`config.mk`:
```
export PLATFORM = sky130hd
export DESIGN_NAME = thermal_line_fetch
export DESIGN_NICKNAME = d
export VERILOG_FILES = /design/src/rtl/thermal_line_fetch.sv
export SDC_FILE = /design/constraint.sdc
export NUM_CORES = 1
export LEC_CHECK = 0
export CORE_ASPECT_RATIO = 1.1
export CORE_UTILIZATION = 55
export DETAILED_ROUTE_END_ITERATION = 8
export GPL_TIMING_DRIVEN = 0
export PLACE_DENSITY_LB_ADDON = 0.2
export SLEW_MARGIN = 25
export SYNTH_ARGS = -nofsm -noshare
export SYNTH_HDL_FRONTEND = slang
export SYNTH_SLANG_ARGS = --single-unit
```
`constraint.sdc`:
```
create_clock -name i_clk_pixel -period 3.9 [get_ports i_clk_pixel]
set_clock_uncertainty 0.1 [all_clocks]
set_input_delay 0.39 -clock i_clk_pixel [delete_from_list [all_inputs] [get_ports i_clk_pixel]]
set_output_delay 0.39 -clock i_clk_pixel [all_outputs]
set_load 0.1 [all_outputs]
```
`src/rtl/thermal_line_fetch.sv`:
```
// thermal_line_fetch: prefetches one thermal-sensor source row per scaled
// output row into a ping-pong line buffer, replicates every source pixel
// p_scale times on both axes, and shares the single frame-buffer port between
// display fetches (priority) and the sensor writer.
// Build option: define UNDERRUN_STICKY_EN to latch o_underrun until reset;
// otherwise o_underrun is a one-cycle pulse.
module thermal_line_fetch #(
  parameter int p_src_width   = 32,
  parameter int p_src_height  = 24,
  parameter int p_scale       = 20,
  parameter int p_data_width  = 16,
  parameter int p_addr_width  = 10,
  parameter int p_count_width = 16
) (
  input  logic                            i_clk_pixel,
  input  logic                            i_rst,
  input  logic                            i_line,
  input  logic                            i_data_en,
  input  logic signed [p_count_width-1:0] i_y_pos,
  input  logic                            i_wr_valid,
  output logic                            o_wr_ready,
  input  logic [p_addr_width-1:0]         i_wr_addr,
  input  logic [p_data_width-1:0]         i_wr_data,
  output logic                            o_mem_en,
  output logic                            o_mem_we,
  output logic [p_addr_width-1:0]         o_mem_addr,
  output logic [p_data_width-1:0]         o_mem_wdata,
  input  logic [p_data_width-1:0]         i_mem_rdata,
  output logic [p_data_width-1:0]         o_pixel,
  output logic                            o_pixel_valid,
  output logic                            o_underrun
);

  localparam int KW = $clog2(p_src_width + 1);
  localparam int IW = (p_src_width > 1) ? $clog2(p_src_width) : 1;
  localparam int SW = (p_scale > 1) ? $clog2(p_scale) : 1;
  localparam int NW = $clog2(p_src_height + 1);

  localparam logic signed [p_count_width-1:0] Y_PRE       = '1;
  localparam logic signed [p_count_width-1:0] Y_FETCH_END =
    p_count_width'(p_src_height * p_scale - 1);

  typedef enum logic [1:0] {ST_IDLE, ST_FETCH, ST_DRAIN} state_t;

  state_t                  state_q, state_d;
  logic [KW-1:0]           k_q, k_d;
  logic [NW-1:0]           row_q, row_d;
  logic                    fetch_bank_q, fetch_bank_d;
  logic                    disp_bank_q, disp_bank_d;
  logic                    swap_pending_q, swap_pending_d;
  logic [NW-1:0]           next_row_q, next_row_d;
  logic [SW-1:0]           rep_cnt_q, rep_cnt_d;
  logic [KW-1:0]           col_q, col_d;
  logic [SW-1:0]           sub_cnt_q, sub_cnt_d;
  logic [p_data_width-1:0] pixel_q, pixel_d;
  logic                    pixel_valid_q, pixel_valid_d;
  logic                    underrun_q, underrun_d;

  logic [p_data_width-1:0] linebuf_q [0:1][0:p_src_width-1];

  logic                    fetch_req;
  logic [NW-1:0]           fetch_row;
  logic                    underrun_evt;
  logic                    lb_we;
  logic [IW-1:0]           lb_idx;
  logic [p_addr_width-1:0] fetch_addr;

  assign fetch_addr = p_addr_width'(row_q) * p_addr_width'(p_src_width)
                    + p_addr_width'(k_q);
  assign o_wr_ready = !i_rst && (state_q == ST_IDLE) && !i_line;

  // Vertical sequencing: bank swap, row selection and replication count on each line strobe.
  always_comb begin
    disp_bank_d    = disp_bank_q;
    swap_pending_d = swap_pending_q;
    next_row_d     = next_row_q;
    rep_cnt_d      = rep_cnt_q;
    fetch_req      = 1'b0;
    fetch_row      = '0;
    underrun_evt   = 1'b0;
    if (i_line) begin
      if (swap_pending_q) begin
        disp_bank_d    = ~disp_bank_q;
        swap_pending_d = 1'b0;
        underrun_evt   = (state_q != ST_IDLE);
      end
      if (i_y_pos == Y_PRE) begin
        fetch_req  = 1'b1;
        fetch_row  = '0;
        next_row_d = NW'(1);
        rep_cnt_d  = '0;
      end else if (!i_y_pos[p_count_width-1] && (i_y_pos < Y_FETCH_END)) begin
        if (rep_cnt_q == SW'(p_scale - 1)) begin
          rep_cnt_d = '0;
          if (next_row_q < NW'(p_src_height)) begin
            fetch_req  = 1'b1;
            fetch_row  = next_row_q;
            next_row_d = next_row_q + NW'(1);
          end
        end else begin
          rep_cnt_d = rep_cnt_q + SW'(1);
        end
      end
      if (fetch_req) swap_pending_d = 1'b1;
    end
  end

  // Fetch FSM: read one row word per cycle, store each word one cycle later.
  always_comb begin
    state_d      = state_q;
    k_d          = k_q;
    row_d        = row_q;
    fetch_bank_d = fetch_bank_q;
    lb_we        = 1'b0;
    lb_idx       = IW'(k_q - KW'(1));
    unique case (state_q)
      ST_FETCH: begin
        lb_we = (k_q != '0);
        k_d   = k_q + KW'(1);
        if (k_q == KW'(p_src_width - 1)) state_d = ST_DRAIN;
      end
      ST_DRAIN: begin
        lb_we   = 1'b1;
        state_d = ST_IDLE;
      end
      default: ;
    endcase
    // Target bank is latched at request time so a late swap lets the fetch
    // finish into the bank it started on.
    if (fetch_req) begin
      state_d      = ST_FETCH;
      k_d          = '0;
      row_d        = fetch_row;
      fetch_bank_d = ~disp_bank_d;
    end
  end

  // Memory port: fetch reads win; writer only gets the port while ready.
  always_comb begin
    o_mem_en    = 1'b0;
    o_mem_we    = 1'b0;
    o_mem_addr  = '0;
    o_mem_wdata = '0;
    if (!i_rst && (state_q == ST_FETCH)) begin
      o_mem_en   = 1'b1;
      o_mem_addr = fetch_addr;
    end else if (i_wr_valid && o_wr_ready) begin
      o_mem_en    = 1'b1;
      o_mem_we    = 1'b1;
      o_mem_addr  = i_wr_addr;
      o_mem_wdata = i_wr_data;
    end
  end

  // Horizontal replication: each buffered pixel is repeated p_scale times.
  always_comb begin
    col_d         = col_q;
    sub_cnt_d     = sub_cnt_q;
    pixel_d       = pixel_q;
    pixel_valid_d = i_data_en;
    if (i_data_en) begin
      pixel_d = (col_q < KW'(p_src_width)) ? linebuf_q[disp_bank_q][IW'(col_q)] : '0;
    end
    if (i_line) begin
      col_d     = '0;
      sub_cnt_d = '0;
    end else if (i_data_en) begin
      if (sub_cnt_q == SW'(p_scale - 1)) begin
        sub_cnt_d = '0;
        if (col_q != KW'(p_src_width)) col_d = col_q + KW'(1);
      end else begin
        sub_cnt_d = sub_cnt_q + SW'(1);
      end
    end
`ifdef UNDERRUN_STICKY_EN
    underrun_d = underrun_q | underrun_evt;
`else
    underrun_d = underrun_evt;
`endif
  end

  // State registers with synchronous reset.
  always_ff @(posedge i_clk_pixel) begin
    if (i_rst) begin
      state_q        <= ST_IDLE;
      k_q            <= '0;
      row_q          <= '0;
      fetch_bank_q   <= 1'b0;
      disp_bank_q    <= 1'b0;
      swap_pending_q <= 1'b0;
      next_row_q     <= '0;
      rep_cnt_q      <= '0;
      col_q          <= '0;
      sub_cnt_q      <= '0;
      pixel_q        <= '0;
      pixel_valid_q  <= 1'b0;
      underrun_q     <= 1'b0;
    end else begin
      state_q        <= state_d;
      k_q            <= k_d;
      row_q          <= row_d;
      fetch_bank_q   <= fetch_bank_d;
      disp_bank_q    <= disp_bank_d;
      swap_pending_q <= swap_pending_d;
      next_row_q     <= next_row_d;
      rep_cnt_q      <= rep_cnt_d;
      col_q          <= col_d;
      sub_cnt_q      <= sub_cnt_d;
      pixel_q        <= pixel_d;
      pixel_valid_q  <= pixel_valid_d;
      underrun_q     <= underrun_d;
    end
  end

  // Line buffer write port: contents are not reset.
  always_ff @(posedge i_clk_pixel) begin
    if (lb_we && !i_rst) linebuf_q[fetch_bank_q][lb_idx] <= i_mem_rdata;
  end

  assign o_pixel       = pixel_q;
  assign o_pixel_valid = pixel_valid_q;
  assign o_underrun    = underrun_q;

endmodule

```
== Word-level counts from Yosys, hierarchy flattened ==
Memory sizes are Yosys's and may differ from the RTL's. A register that Yosys moved wholly into a read port is not among the register bits.
Index checks and enable logic that the tools add are counted.

* Flip-flop bits (word level): 55
* Bits in writable memories: 1024
* Input port bits: 63
* Output and inout bits: 47
* Word-level logic and storage cells: 111
* Memories kept: 1

* Add/sub/neg operators: 7
* Order comparisons: 6
* Equality and inequality tests: 9
* Mux-type cells: 42
* Bitwise operators: 6
* Reduce and logical (&&, ||, !) cells: 26

{| class="wikitable"
|+ Memories
! name !! depth !! width !! read ports !! clocked after memory_dff !! wr ports !! line !! RTL
|-
| linebuf_q || 2 || 512 || 1 || 1 || 1 || 59 || <nowiki>logic [p_data_width-1:0] linebuf_q [0:1][0:p_src_width-1];</nowiki>
|}

{| class="wikitable"
|+ Operator list
! operator !! number
|-
| 2-to-1 mux 512 bit || 1
|-
| 2-to-1 mux 16 bit || 6
|-
| binary-select mux 16 bit (select 5 bit) || 1
|-
| demux 16 bit (select 5 bit) || 1
|-
| 2-to-1 mux 5 bit || 13
|-
| 2-to-1 mux 10 bit || 2
|-
| == test 16 x 1 -> 1 bit, second input constant || 1
|-
| < comparator 16 x 10 -> 1 bit, second input constant || 1
|-
| adder 5 x 1 -> 5 bit, second input constant || 3
|-
| 2-to-1 mux 1 bit || 15
|-
| adder 6 x 1 -> 6 bit, second input constant || 2
|-
| greater-or-equal comparator 6 bit, second input constant || 2
|-
| inverter 5 -> 6 bit || 2
|-
| adder 10 x 6 -> 10 bit || 1
|-
| == test 5 bit, second input constant || 2
|-
| nonzero test 2 bit || 5
|-
| logical AND 1 bit || 7
|-
| == test 6 x 5 -> 1 bit, second input constant || 1
|-
| < comparator 6 x 1 -> 1 bit, second input constant || 1
|-
| < comparator 6 bit, second input constant || 1
|-
| inequality test 6 bit, second input constant || 1
|-
| AND reduction 2 bit || 3
|-
| nonzero test 6 bit || 1
|-
| < comparator 5 bit, second input constant || 1
|-
| other kinds (16) || 22
|}

== Logic depth before layout (Yosys ltp) ==
* Depth in word-level cells: 9
* Gate-level depth with buffers: 10
* Gate-level depth less buffers: 7

== Worst setup path before layout ==
No wires, ideal clock.

* Path kind: input-to-output
* Start: input i_line
* End: output o_mem_wdata[10]
* Arrival: 3.720 ns
* Data required time: 3.410 ns
* Path slack: -0.310 ns
* Stages: 6
* Buffers on the path: 1
* Cell sequence: nor2_1 > and2_1 > nand2_1 > nor2_1 > clkbuf_1 > and2_1

* Word-level cells in the longest chain between the ends: 5

{| class="wikitable"
|+ RTL lines
! element !! line !! RTL
|-
| start: declaration || 17 || <nowiki>input logic i_line,</nowiki>
|-
| logical NOT 1 bit || 70 || <nowiki>assign o_wr_ready = !i_rst && (state_q == ST_IDLE) && !i_line;</nowiki>
|-
| logical AND 1 bit || 70 ||
|-
| net o_wr_ready || 21 || <nowiki>output logic o_wr_ready,</nowiki>
|-
| logical AND 1 bit || 147 || <nowiki>end else if (i_wr_valid && o_wr_ready) begin</nowiki>
|-
| 2-to-1 mux 16 bit || 147 ||
|-
| 2-to-1 mux 16 bit || 144 || <nowiki>if (!i_rst && (state_q == ST_FETCH)) begin</nowiki>
|-
| end: declaration || 27 || <nowiki>output logic [p_data_width-1:0] o_mem_wdata,</nowiki>
|}

The timed path passes the listed nets, and every way through them passes these cells.

== Final worst setup path ==
* Start: register state_q[1]
* End: output o_mem_addr[7]

* Word-level cells in the longest chain between the ends: 6
* Elaborated cells between the ends (all ways): 8
* Those cells by class: 1 x eq/ne; 2 x mux; 5 x reduce/logical

{| class="wikitable"
|+ RTL lines
! element !! line !! RTL
|-
| start: declaration || 45 || <nowiki>state_t state_q, state_d;</nowiki>
|-
| start signal: assignment || 199 || <nowiki>state_q <= state_d;</nowiki>
|-
| logical NOT 2 bit || 70 ||
|-
| logical AND 1 bit (2 in series) || 70 ||
|-
| logical AND 1 bit || 147 ||
|-
| 2-to-1 mux 10 bit || 147 ||
|-
| 2-to-1 mux 10 bit (*) || 144 ||
|-
| end: declaration || 26 || <nowiki>output logic [p_addr_width-1:0] o_mem_addr,</nowiki>
|}

Every way passes the cells marked *; elsewhere a longest branch is shown, timed or not.

==> reports/summary.txt <==
Die area: 78430 um2
Max rail drop VDD: 416.5 uV
Skew-Pair Late Insertion Delay: 670 ps
Setup ws final: 133.4 ps
Kind of critical path: reg -> out
Critical Path End Type: primary output
Initial antenna violation count: 1
Ports: 110
Endpoints failing hold: 0
Core area: 76260 um2
Maxcap violations: 0
Clk pwr share: 0.426
Crit path max fanout: 10
PwrDens: 465.5 nW/um2
Cells after DPL: 3710
CTS Buf Count: 102
Iteration-0 DRC Markers: 2541
Post-DP HPWL: 76410 um
Nets: 2872
Critical-path top delay cell: dlygate4sd2_1
Area Overhead vs Synth: 15.90%
Postcts setup bufs: 0
Top cell type's share of synthesized area: 0.7232
Post-synth EDFFs: 1024
Seq/Total Area, Yosys: 0.7491
#FFs+latches synth: 1079
Most common cell after layout, fill and taps aside: edfxtp_1
Req. time, crit path: 3410 ps
Dominant synthesized flop cell: edfxtp_1
Critical path's most frequent cell: clkbuf_1
GR peak layer: met2
Synthesis Warnings: 0
Fillers: 5216
Drc violations: 0
Combinational Power Share: 0.022
CP startpoint kind: register
Number of global-route vias before repair: 23750
Antenna-violating nets left: 0
Worst Tran Pin Value: 1154 ps
Die W: 267.1 um
Vias: 24220
Finish-stage setup viols: 0
Internal Power: 18.30 mW
Post-Synthesis Cell Area: 42520 um2
I/O Buffers: 108
Placement Setup Slack: -194.0 ps
Layout cells sized above 1: 0.1488
Max-slew headroom: 0.2227
Final Max Slew Viols: 0
Final cell count without fillers: 3902
Largest cells by area after synthesis: edfxtp_1 (72%), mux2i_1 (11%), a22oi_1 (2.8%)
Leading cell types in the layout, fill and taps excluded: edfxtp_1 (1024), mux2i_1 (469), a22oi_1 (160), nand3_1 (109), clkbuf_16 (104)
Initial core utilization: 0.5576
Sequential power share: 0.553
CP peak stage delay: 850 ps
Synth Net Count: 2594
Drt pass-1 iters: 6
Vias per inst: 6.207
GRT met3 Usage: 0.04996
Final GP Congestion: 0.9048
First-pass GRT wire length: 159600 um
Max Buffers Root-to-Sink: 3
Async SR Flop Fraction: 0
Die height: 293.6 um
Post-Syn Instances: 2515
Leakage: 14.99 nW
Htree depth: 3
GRT met2 Usage: 0.4628
Post-synthesis area per instance: 16.91 um2
Grt ovf: 0
Yosys cell types: 56
FP Rows: 106
Max Freq: 0.2655 GHz
Final WL: 111700 um
Worst path arrival time: 3280 ps
Largest net degree at the start of global routing: 65
Clk root buf: clkbuf_16
Net load switching power: 4.642 mW
WL/cell: 28.63 um
CTS tree: built
Final period utilization: 0.9658
# diodes: 0
GRT Util Overall: 0.2877
Outcome: completed
Clock sinks: 1079
Tmin final: 3767 ps
Critical path, cell by cell: inv_1 > ha_1 > clkbuf_1 > nor2b_1 > clkbuf_1 > a22o_1 > dlygate4sd2_1
Hold Crit Class: in -> reg
GR met1 Demand/Resource: 0.3893
Cell taking the most area after synthesis: edfxtp_1
Clk slew on worst S/H paths: 60 ps
Switching power share of the total: 0.2024
layout make-up:
| cell class | instances | area, um2 | area share |
|---|---|---|---|
| Buffer | 141 | 665.6 | 0.01351 |
| Tap cell | 1026 | 1284 | 0.02605 |
| Sequential cell | 1079 | 31850 | 0.6463 |
| Clock inverter | 67 | 624.3 | 0.01267 |
| Timing Repair Buffer | 174 | 1974 | 0.04006 |
| Clock buffer | 120 | 2703 | 0.05484 |
| Inverter | 11 | 41.29 | 0.0008378 |
| Multi-Input combinational cell | 1284 | 10140 | 0.2057 |
sequential cells by signal, summed over array words and instances, names as in the netlist, 5 cells and up:
signal / count
linebuf_q: 1024
row_q: 5
o_pixel: 16
sub_cnt_q: 5
k_q: 6
col_q: 6
next_row_q: 5
rep_cnt_q: 5
power by group through the flow:
stage / combinational, mW / sequential (mW) / clock, mW
6_report: 0.496 / 12.7 / 9.77
5_1_grt: 0.514 / 12.7 / 10.3
3_3_place_gp: 0.445 / 13.0 / 0
4_1_cts: 0.495 / 12.7 / 9.82
2_1_floorplan: 0.0973 / 13.0 / 0
3_5_place_dp: 0.494 / 12.9 / 0
stage by stage:
stage	setup TNS (ps)	cell area, um2	total power, mW	hold slack (ps)	util
2_1_floorplan	0	42520	13.08	326.4	-
3_3_place_gp	-13700	44890	13.40	336.7	0.5886
3_5_place_dp	-2888	45890	13.42	345.3	0.6017
4_1_cts	0	49270	22.99	1.191	0.6460
5_1_grt	-31.07	49280	23.44	17.04	0.6462
6_report	0	49280	22.94	20.66	0.6462
cell usage after synthesis (4+ instances only):
cell / number
a21o_1: 4
a21oi_1: 54
a221oi_1: 24
a22o_1: 16
a22oi_1: 160
a32oi_1: 5
and2_1: 19
and3_1: 5
buf_1: 8
buf_2: 51
buf_4: 15
clkbuf_1: 65
dfxtp_1: 55
edfxtp_1: 1024
ha_1: 16
inv_1: 10
mux2i_1: 469
mux4_2: 24
nand2_1: 91
nand2b_1: 6
nand3_1: 109
nand4_1: 40
nor2_1: 118
nor2b_1: 10
o211ai_1: 4
o21ai_0: 26
o21ai_1: 26
xnor2_1: 11
xor2_1: 11
critical path: cells and delay by family (launching register included):
kind / cells / cell delay (ps)
flops: 1 / 320
fa+ha+maj: 1 / 140
simple gates: 1 / 310
compound gates: 1 / 190
buf+inv: 4 / 1650
repair_timing:
action                                 in CTS  in global routing
setup endpoints to repair                  28                 11
hold buffers                                4                  0
endpoints found under the hold margin      10                  0
gates resized for setup                    66                  6
kinds of logic after synthesis:
group,count (synthesis),share of synthesized area
flip-flops,1079,0.7491
multiplexers,493,0.1231
AND/OR/NAND/NOR,425,0.04835
AO/OA/AOI/OAI,328,0.05362
buffers and inverters,152,0.01660
XOR/XNOR,22,0.004532
adder cells (fa/ha/maj),16,0.004708
path summary, 6_finish.rpt:
| path | startpoint | end | slack, ps | depth (start not counted) |
|---|---|---|---|---|
| max | state_q[1] | o_mem_addr[7] | 130 | 7 |
| min | i_data_en | o_pixel_valid | 20 | 2 |
| max reg2reg | col_q[0] | o_pixel[10] | 140 | 9 |
| min reg2reg | swap_pending_q | swap_pending_q | 360 | 1 |
per-layer routing:
metal	wire length, um	vias to the layer above
met3	10100	195
li1	-	10500
met2	53780	1297
met5	0	-
met1	43280	12230
met4	4531	0
Note: power is estimated with default switching activity, not from simulation.
